`src/rtl/stereo_pixel_streamer.sv`:
```
// Stereo frame source: fetches left/right words from a synchronous pixel memory, applies the
// frame's lane operation and streams beats with VSYNC/HSYNC framing under valid/ready backpressure.
module stereo_pixel_streamer #(
  parameter int WIDTH          = 320,
  parameter int HEIGHT         = 240,
  parameter int PPC            = 2,
  parameter int DW             = 8,
  parameter int START_UP_DELAY = 100,
  parameter int HSYNC_DELAY    = 160,
  parameter int THRESHOLD      = 90,
  parameter int ADDR_W         = 16
) (
  input  logic                HCLK,
  input  logic                HRESETn,
  input  logic                start,
  input  logic [1:0]          mode,
  output logic                mem_rd_en,
  output logic [ADDR_W-1:0]   mem_addr,
  input  logic [PPC*DW-1:0]   mem_rdata_l,
  input  logic [PPC*DW-1:0]   mem_rdata_r,
  output logic                out_valid,
  input  logic                out_ready,
  output logic [PPC*DW-1:0]   out_data_l,
  output logic [PPC*DW-1:0]   out_data_r,
  output logic                out_sof,
  output logic                out_eol,
  output logic                out_eof,
  output logic                VSYNC,
  output logic                HSYNC,
  output logic                busy,
  output logic                ctrl_done
);

  localparam int WPL    = WIDTH / PPC;
  localparam int COLW   = (WIDTH > 1) ? $clog2(WIDTH) : 1;
  localparam int ROWW   = (HEIGHT > 1) ? $clog2(HEIGHT) : 1;
  localparam int PPC_SH = $clog2(PPC);
  localparam int MAXD   = (START_UP_DELAY > HSYNC_DELAY) ? START_UP_DELAY : HSYNC_DELAY;
  localparam int DLYW   = $clog2(MAXD + 1);
  localparam int BW     = PPC * DW;

  typedef enum logic [2:0] {S_IDLE, S_VSYNC, S_HSYNC, S_DATA, S_DONE} state_t;

  state_t            state_q, state_d;
  logic [DLYW-1:0]   dly_q, dly_d;
  logic [1:0]        mode_q, mode_d;
  logic [ROWW-1:0]   row_q, row_d;
  logic [COLW-1:0]   col_q, col_d;
  logic              lineDone_q, lineDone_d;
  logic              infl_q;
  logic [2:0]        inflFlags_q;
  logic [BW-1:0]     fifoL_q [2];
  logic [BW-1:0]     fifoR_q [2];
  logic [2:0]        fifoF_q [2];
  logic              wrPtr_q, rdPtr_q;
  logic [1:0]        cnt_q, cnt_d;
  logic              pop, push, eolPop;
  logic [2:0]        headFlags, issueFlags, pending;
  logic [BW-1:0]     procL, procR;
  logic [DW-1:0]     pl, pr;
  logic [DW:0]       sum;

  // Flags are {eof, eol, sof}; they ride with the read and then with the buffered beat.
  assign headFlags  = fifoF_q[rdPtr_q];
  assign out_valid  = (cnt_q != 2'd0);
  assign out_data_l = fifoL_q[rdPtr_q];
  assign out_data_r = fifoR_q[rdPtr_q];
  assign out_sof    = headFlags[0];
  assign out_eol    = headFlags[1];
  assign out_eof    = headFlags[2];
  assign pop        = out_valid && out_ready;
  assign push       = infl_q;
  assign eolPop     = (state_q == S_DATA) && pop && headFlags[1];
  assign pending    = 3'(cnt_q) + 3'(infl_q) - 3'(pop);
  assign mem_addr   = ADDR_W'(row_q) * ADDR_W'(WPL) + ADDR_W'(col_q >> PPC_SH);

  assign issueFlags[0] = (row_q == '0) && (col_q == '0);
  assign issueFlags[1] = (col_q == COLW'(WIDTH - PPC));
  assign issueFlags[2] = issueFlags[1] && (row_q == ROWW'(HEIGHT - 1));

  always_ff @(posedge HCLK or negedge HRESETn) begin
    if (!HRESETn) begin
      state_q <= S_IDLE;
      dly_q   <= '0;
      mode_q  <= '0;
    end else begin
      state_q <= state_d;
      dly_q   <= dly_d;
      mode_q  <= mode_d;
    end
  end

  always_comb begin
    state_d = state_q;
    mode_d  = mode_q;
    dly_d   = '0;
    case (state_q)
      S_IDLE:  if (start) begin
                 state_d = S_VSYNC;
                 mode_d  = mode;
               end
      S_VSYNC: if (dly_q == DLYW'(START_UP_DELAY - 1)) state_d = S_HSYNC;
      S_HSYNC: if (dly_q == DLYW'(HSYNC_DELAY - 1)) state_d = S_DATA;
      S_DATA:  if (eolPop) state_d = headFlags[2] ? S_DONE : S_HSYNC;
      S_DONE:  state_d = S_IDLE;
      default: state_d = S_IDLE;
    endcase
    if ((state_q == S_VSYNC || state_q == S_HSYNC) && state_d == state_q)
      dly_d = dly_q + DLYW'(1);
  end

  // A read is only issued when its beat is guaranteed a buffer slot on return.
  always_comb begin
    VSYNC     = (state_q == S_VSYNC);
    HSYNC     = (state_q == S_DATA);
    busy      = (state_q != S_IDLE);
    ctrl_done = (state_q == S_DONE);
    mem_rd_en = (state_q == S_DATA) && !lineDone_q && (pending < 3'd2);
  end

  always_comb begin
    col_d      = col_q;
    row_d      = row_q;
    lineDone_d = lineDone_q;
    cnt_d      = cnt_q + 2'(push) - 2'(pop);
    if (mem_rd_en) begin
      if (issueFlags[1]) begin
        col_d      = '0;
        lineDone_d = 1'b1;
      end else begin
        col_d = col_q + COLW'(PPC);
      end
    end
    if (eolPop) begin
      lineDone_d = 1'b0;
      row_d      = headFlags[2] ? '0 : row_q + ROWW'(1);
    end
  end

  always_comb begin
    procL = '0;
    procR = '0;
    pl    = '0;
    pr    = '0;
    sum   = '0;
    for (int k = 0; k < PPC; k++) begin
      pl  = mem_rdata_l[k*DW +: DW];
      pr  = mem_rdata_r[k*DW +: DW];
      sum = {1'b0, pl} + {1'b0, pr};
      case (mode_q)
        2'd0: begin
          procL[k*DW +: DW] = pl;
          procR[k*DW +: DW] = pr;
        end
        2'd1: begin
          procL[k*DW +: DW] = sum[DW:1];
          procR[k*DW +: DW] = sum[DW:1];
        end
        2'd2: begin
          procL[k*DW +: DW] = (pl > pr) ? pl - pr : pr - pl;
          procR[k*DW +: DW] = '0;
        end
        default: begin
          procL[k*DW +: DW] = (pl > DW'(THRESHOLD)) ? '1 : '0;
          procR[k*DW +: DW] = (pr > DW'(THRESHOLD)) ? '1 : '0;
        end
      endcase
    end
  end

  always_ff @(posedge HCLK or negedge HRESETn) begin
    if (!HRESETn) begin
      row_q       <= '0;
      col_q       <= '0;
      lineDone_q  <= 1'b0;
      infl_q      <= 1'b0;
      inflFlags_q <= '0;
      wrPtr_q     <= 1'b0;
      rdPtr_q     <= 1'b0;
      cnt_q       <= '0;
      for (int i = 0; i < 2; i++) begin
        fifoL_q[i] <= '0;
        fifoR_q[i] <= '0;
        fifoF_q[i] <= '0;
      end
    end else begin
      row_q      <= row_d;
      col_q      <= col_d;
      lineDone_q <= lineDone_d;
      infl_q     <= mem_rd_en;
      cnt_q      <= cnt_d;
      if (mem_rd_en) inflFlags_q <= issueFlags;
      if (push) begin
        fifoL_q[wrPtr_q] <= procL;
        fifoR_q[wrPtr_q] <= procR;
        fifoF_q[wrPtr_q] <= inflFlags_q;
        wrPtr_q          <= ~wrPtr_q;
      end
      if (pop) rdPtr_q <= ~rdPtr_q;
    end
  end

endmodule

```
`config.mk`:
```
export PLATFORM = sky130hd
export DESIGN_NAME = stereo_pixel_streamer
export DESIGN_NICKNAME = d
export VERILOG_FILES = /design/src/rtl/stereo_pixel_streamer.sv
export SDC_FILE = /design/constraint.sdc
export NUM_CORES = 1
export LEC_CHECK = 0
export BUFFER_PORTS_ARGS = -buffer_cell sky130_fd_sc_hd__buf_2
export CORE_ASPECT_RATIO = 2
export CORE_MARGIN = 10
export CORE_UTILIZATION = 40
export DETAILED_ROUTE_END_ITERATION = 16
export PLACE_DENSITY = 0.69
export SLEW_MARGIN = 10
export SYNTH_ARGS = -nofsm -noshare
export SYNTH_HDL_FRONTEND = slang
export SYNTH_SLANG_ARGS = --single-unit
export TNS_END_PERCENT = 100
```
`constraint.sdc`:
```
create_clock -name HCLK -period 5.23 [get_ports HCLK]
set_input_delay 1.569 -clock HCLK [delete_from_list [all_inputs] [get_ports HCLK]]
set_output_delay 1.569 -clock HCLK [all_outputs]
set_load 0.01 [all_outputs]
```
==> run metrics <==
run status=completed; Fill cells=2003; CP required=3.66 ns; met2 wire length=11700 µm; PwrDens=395 nW/µm²; drt wl/cell=17.3 µm; setup total negative slack=0 ns; CP bufs+invs=5; fin crit share=98.3%; die outline area=26200 µm²; critical path fanouts, max=2; Finished Cell Area=8910 µm²; placed cell count=1229; CTS tree=built; postcts setup bufs=0; IO Pins=95; Initial Util=40.8%; Final setup viols=0; Synthesis Warnings=0; crit-path cells=buf_2 -> nand2_1 -> inv_1 -> ha_1 -> inv_1 -> ha_1 -> fa_1 -> or4_4 -> inv_1 -> buf_2; Cell variety after synth=68; PortBufs=94; DR top layer=met4; Root Driver=clkbuf_16; Net Count, Synth=1028; Final Util=45.8%; post-synthesis area per instance=8.69 µm²; Worst Setup Start Kind=input pin; Placeable Area=19500 µm²; mapped cell area=7940 µm²; Final Critical Period=5.14 ns; Die Wd=120 µm; vias per cell=5.44; max incr delay on CP=0.54 ns; Met1 Wirelength=7990 µm; post-route clock skew=0.0110 ns; placed inst area=8600 µm²; initial antenna violation count=0; EDFF count, synth=0; Slew HR=33.6%; Hold Fails Final Rpt=0; Final #Nets=1095; first-pass GRT wire length=34500 µm; Pre-antenna DRT Iters=6; Synth area leaders=dfrtp_1, ha_1, mux2_2; most frequent cell after synthesis=nand2_1; Leak=4.23 nW; Clock Latency Late Sink=0.35 ns; vias post-DR=6773; Routed Antenna Nets=0; WL met3=781 µm; Crit path arrival time=3.57 ns; critical path capture point type=primary output; maximum VDD drop=0.000230 V; largest net degree at the start of global routing=81; CTS clk-pin slew, worst paths=0.07 ns; fin. max-slew vios=0; standard-cell row count=72; Diodes inserted=0; htree depth=3; MaxCap Viol Count=0; clock sinks=108; Layout Cells excl Fill=1245; Hold Path Class=register to register; CP top delay family=adder cells; Synth Register Bits=108; Worst path slowest cell=or4_4; RSZ-0062 raised after global routing=no; share of the synthesized area in the top cell type=34.0%; grt total ovfl=0; DRC Markers=0; async set or reset register ratio after synthesis=100%; DRT Wirelength=21500 µm; Final HPWL DP=17300 µm; Cells after Synth=914; vias in the first global route=6811; GRT Util Overall=16.2%; area grow syn2layout=12.1%; CTS Buffer Depth=2; share of cells above drive strength 1=17.7%; area leader, netlist=dfrtp_1; TritonCTS buffer count=9; commonest cells in the synthesized netlist=nand2_1, dfrtp_1, o21ai_0; Die Ht=219 µm; Iteration-0 DRC Markers=298; Least-Margin Pin Slew=0.995 ns; f_max=0.195 GHz; Post-synth top flop=dfrtp_1; power after layout=3.52 mW; Seq/Total Area, Yosys=34.0%; cell with the most instances on the worst path=inv_1; CP Class=input pin to primary output; RD Place Congestion=0.905
[cell families after synthesis]
logic type	synth area share [%]
xor gates and xnor gates	4.30
DFF	34.0
muxes	7.20
adders and majority gates	12.8
buffers and inverters	5.78
AOI/OAI and AO/OA	19.1
and+or+nand+nor	16.8
[flip-flops by register name, summed over array words and instances, names as in the netlist]
name	cells
fifoL_q	32
row_q	8
fifoR_q	32
dly_q	8
mode_q	2
inflFlags_q	3
wrPtr_q	1
fifoF_q	6
cnt_q	2
rdPtr_q	1
col_q	8
infl_q	1
state_q	3
lineDone_q	1
[per-stage QoR]
stage / hold slack, ns / worst slack [ns]
finish: 0.472 / 0.0891
global route: 0.502 / 0.0268
CTS: 0.477 / 0.0522
detailed placement: 0.458 / 0.0621
global placement: 0.455 / 0.112
floorplan: 0.440 / 0.163
[final cells by class]
cell class	instances	area [µm²]	share of cell area (%)
clock buffer	10	229	2.57
clock inverter	6	72.6	0.815
inverter	65	244	2.74
multi-input combinational	693	4790	53.7
sequential	108	2700	30.3
tap	259	324	3.64
timing repair buffer	104	548	6.15
[tightest hold or removal path: stages, from the launching register on]
cell	delay, ns
dfrtp_1	0.34
nand2_1	0.05
nand2_1	0.05
[metal layers]
metal / track usage [%] / up-vias
met3: 2.52 / 49
met4: 9.74 / 0
met1: 16.5 / 3244
li1: - / 3324
met2: 30.2 / 156
met5: 0 / -
[power by group]
part / internal, mW / switching [mW]
sequential: 1.12 / 0.183
clock: 0.376 / 0.313
combinational: 0.668 / 0.857
total: 2.17 / 1.35
[final timing paths]
check                                       startpoint                 endpoint  slack (ns)  cells after the start
worst max-delay path                         out_ready                mem_rd_en        0.09                     10
worst min-delay path            fifoL_q[9]$_DFFE_PN0P_   fifoL_q[9]$_DFFE_PN0P_        0.47                      2
worst max register to register      cnt_q[1]$_DFF_PN0_     col_q[8]$_DFFE_PN0P_        1.97                     14
worst min register to register  fifoL_q[9]$_DFFE_PN0P_   fifoL_q[9]$_DFFE_PN0P_        0.47                      2
max in group asynchronous                      HRESETn     row_q[2]$_DFFE_PN0P_        2.87                      2
min in group asynchronous                      HRESETn  fifoL_q[12]$_DFFE_PN0P_        1.36                      1
[cell usage in the layout, fill, tap and decap left out, types with 5 or more instances in the layout]
| cell | n |
|---|---|
| a211oi_1 | 15 |
| a21o_1 | 9 |
| a21oi_1 | 57 |
| a221oi_1 | 8 |
| a31oi_1 | 8 |
| and3_1 | 8 |
| buf_2 | 93 |
| buf_4 | 11 |
| clkbuf_16 | 9 |
| dfrtp_1 | 108 |
| fa_1 | 9 |
| ha_1 | 67 |
| inv_1 | 65 |
| mux2_2 | 41 |
| mux2i_1 | 11 |
| nand2_1 | 115 |
| nand2b_1 | 8 |
| nand3_1 | 15 |
| nand3b_1 | 5 |
| nand4_1 | 8 |
| nor2_1 | 70 |
| nor2b_1 | 13 |
| nor3_1 | 9 |
| nor4_1 | 5 |
| o211ai_1 | 6 |
| o21a_1 | 5 |
| o21ai_0 | 76 |
| o21bai_1 | 8 |
| o31ai_1 | 9 |
| or2_2 | 7 |
| xnor2_1 | 25 |
| xor2_1 | 14 |
[timing repair]
item / 4_1_cts / 5_1_grt
resized for setup: 0 / 1
endpoints found under the setup margin: 0 / 1
hold buffers: 0 / 0
Power figures use the tool's default switching activity.
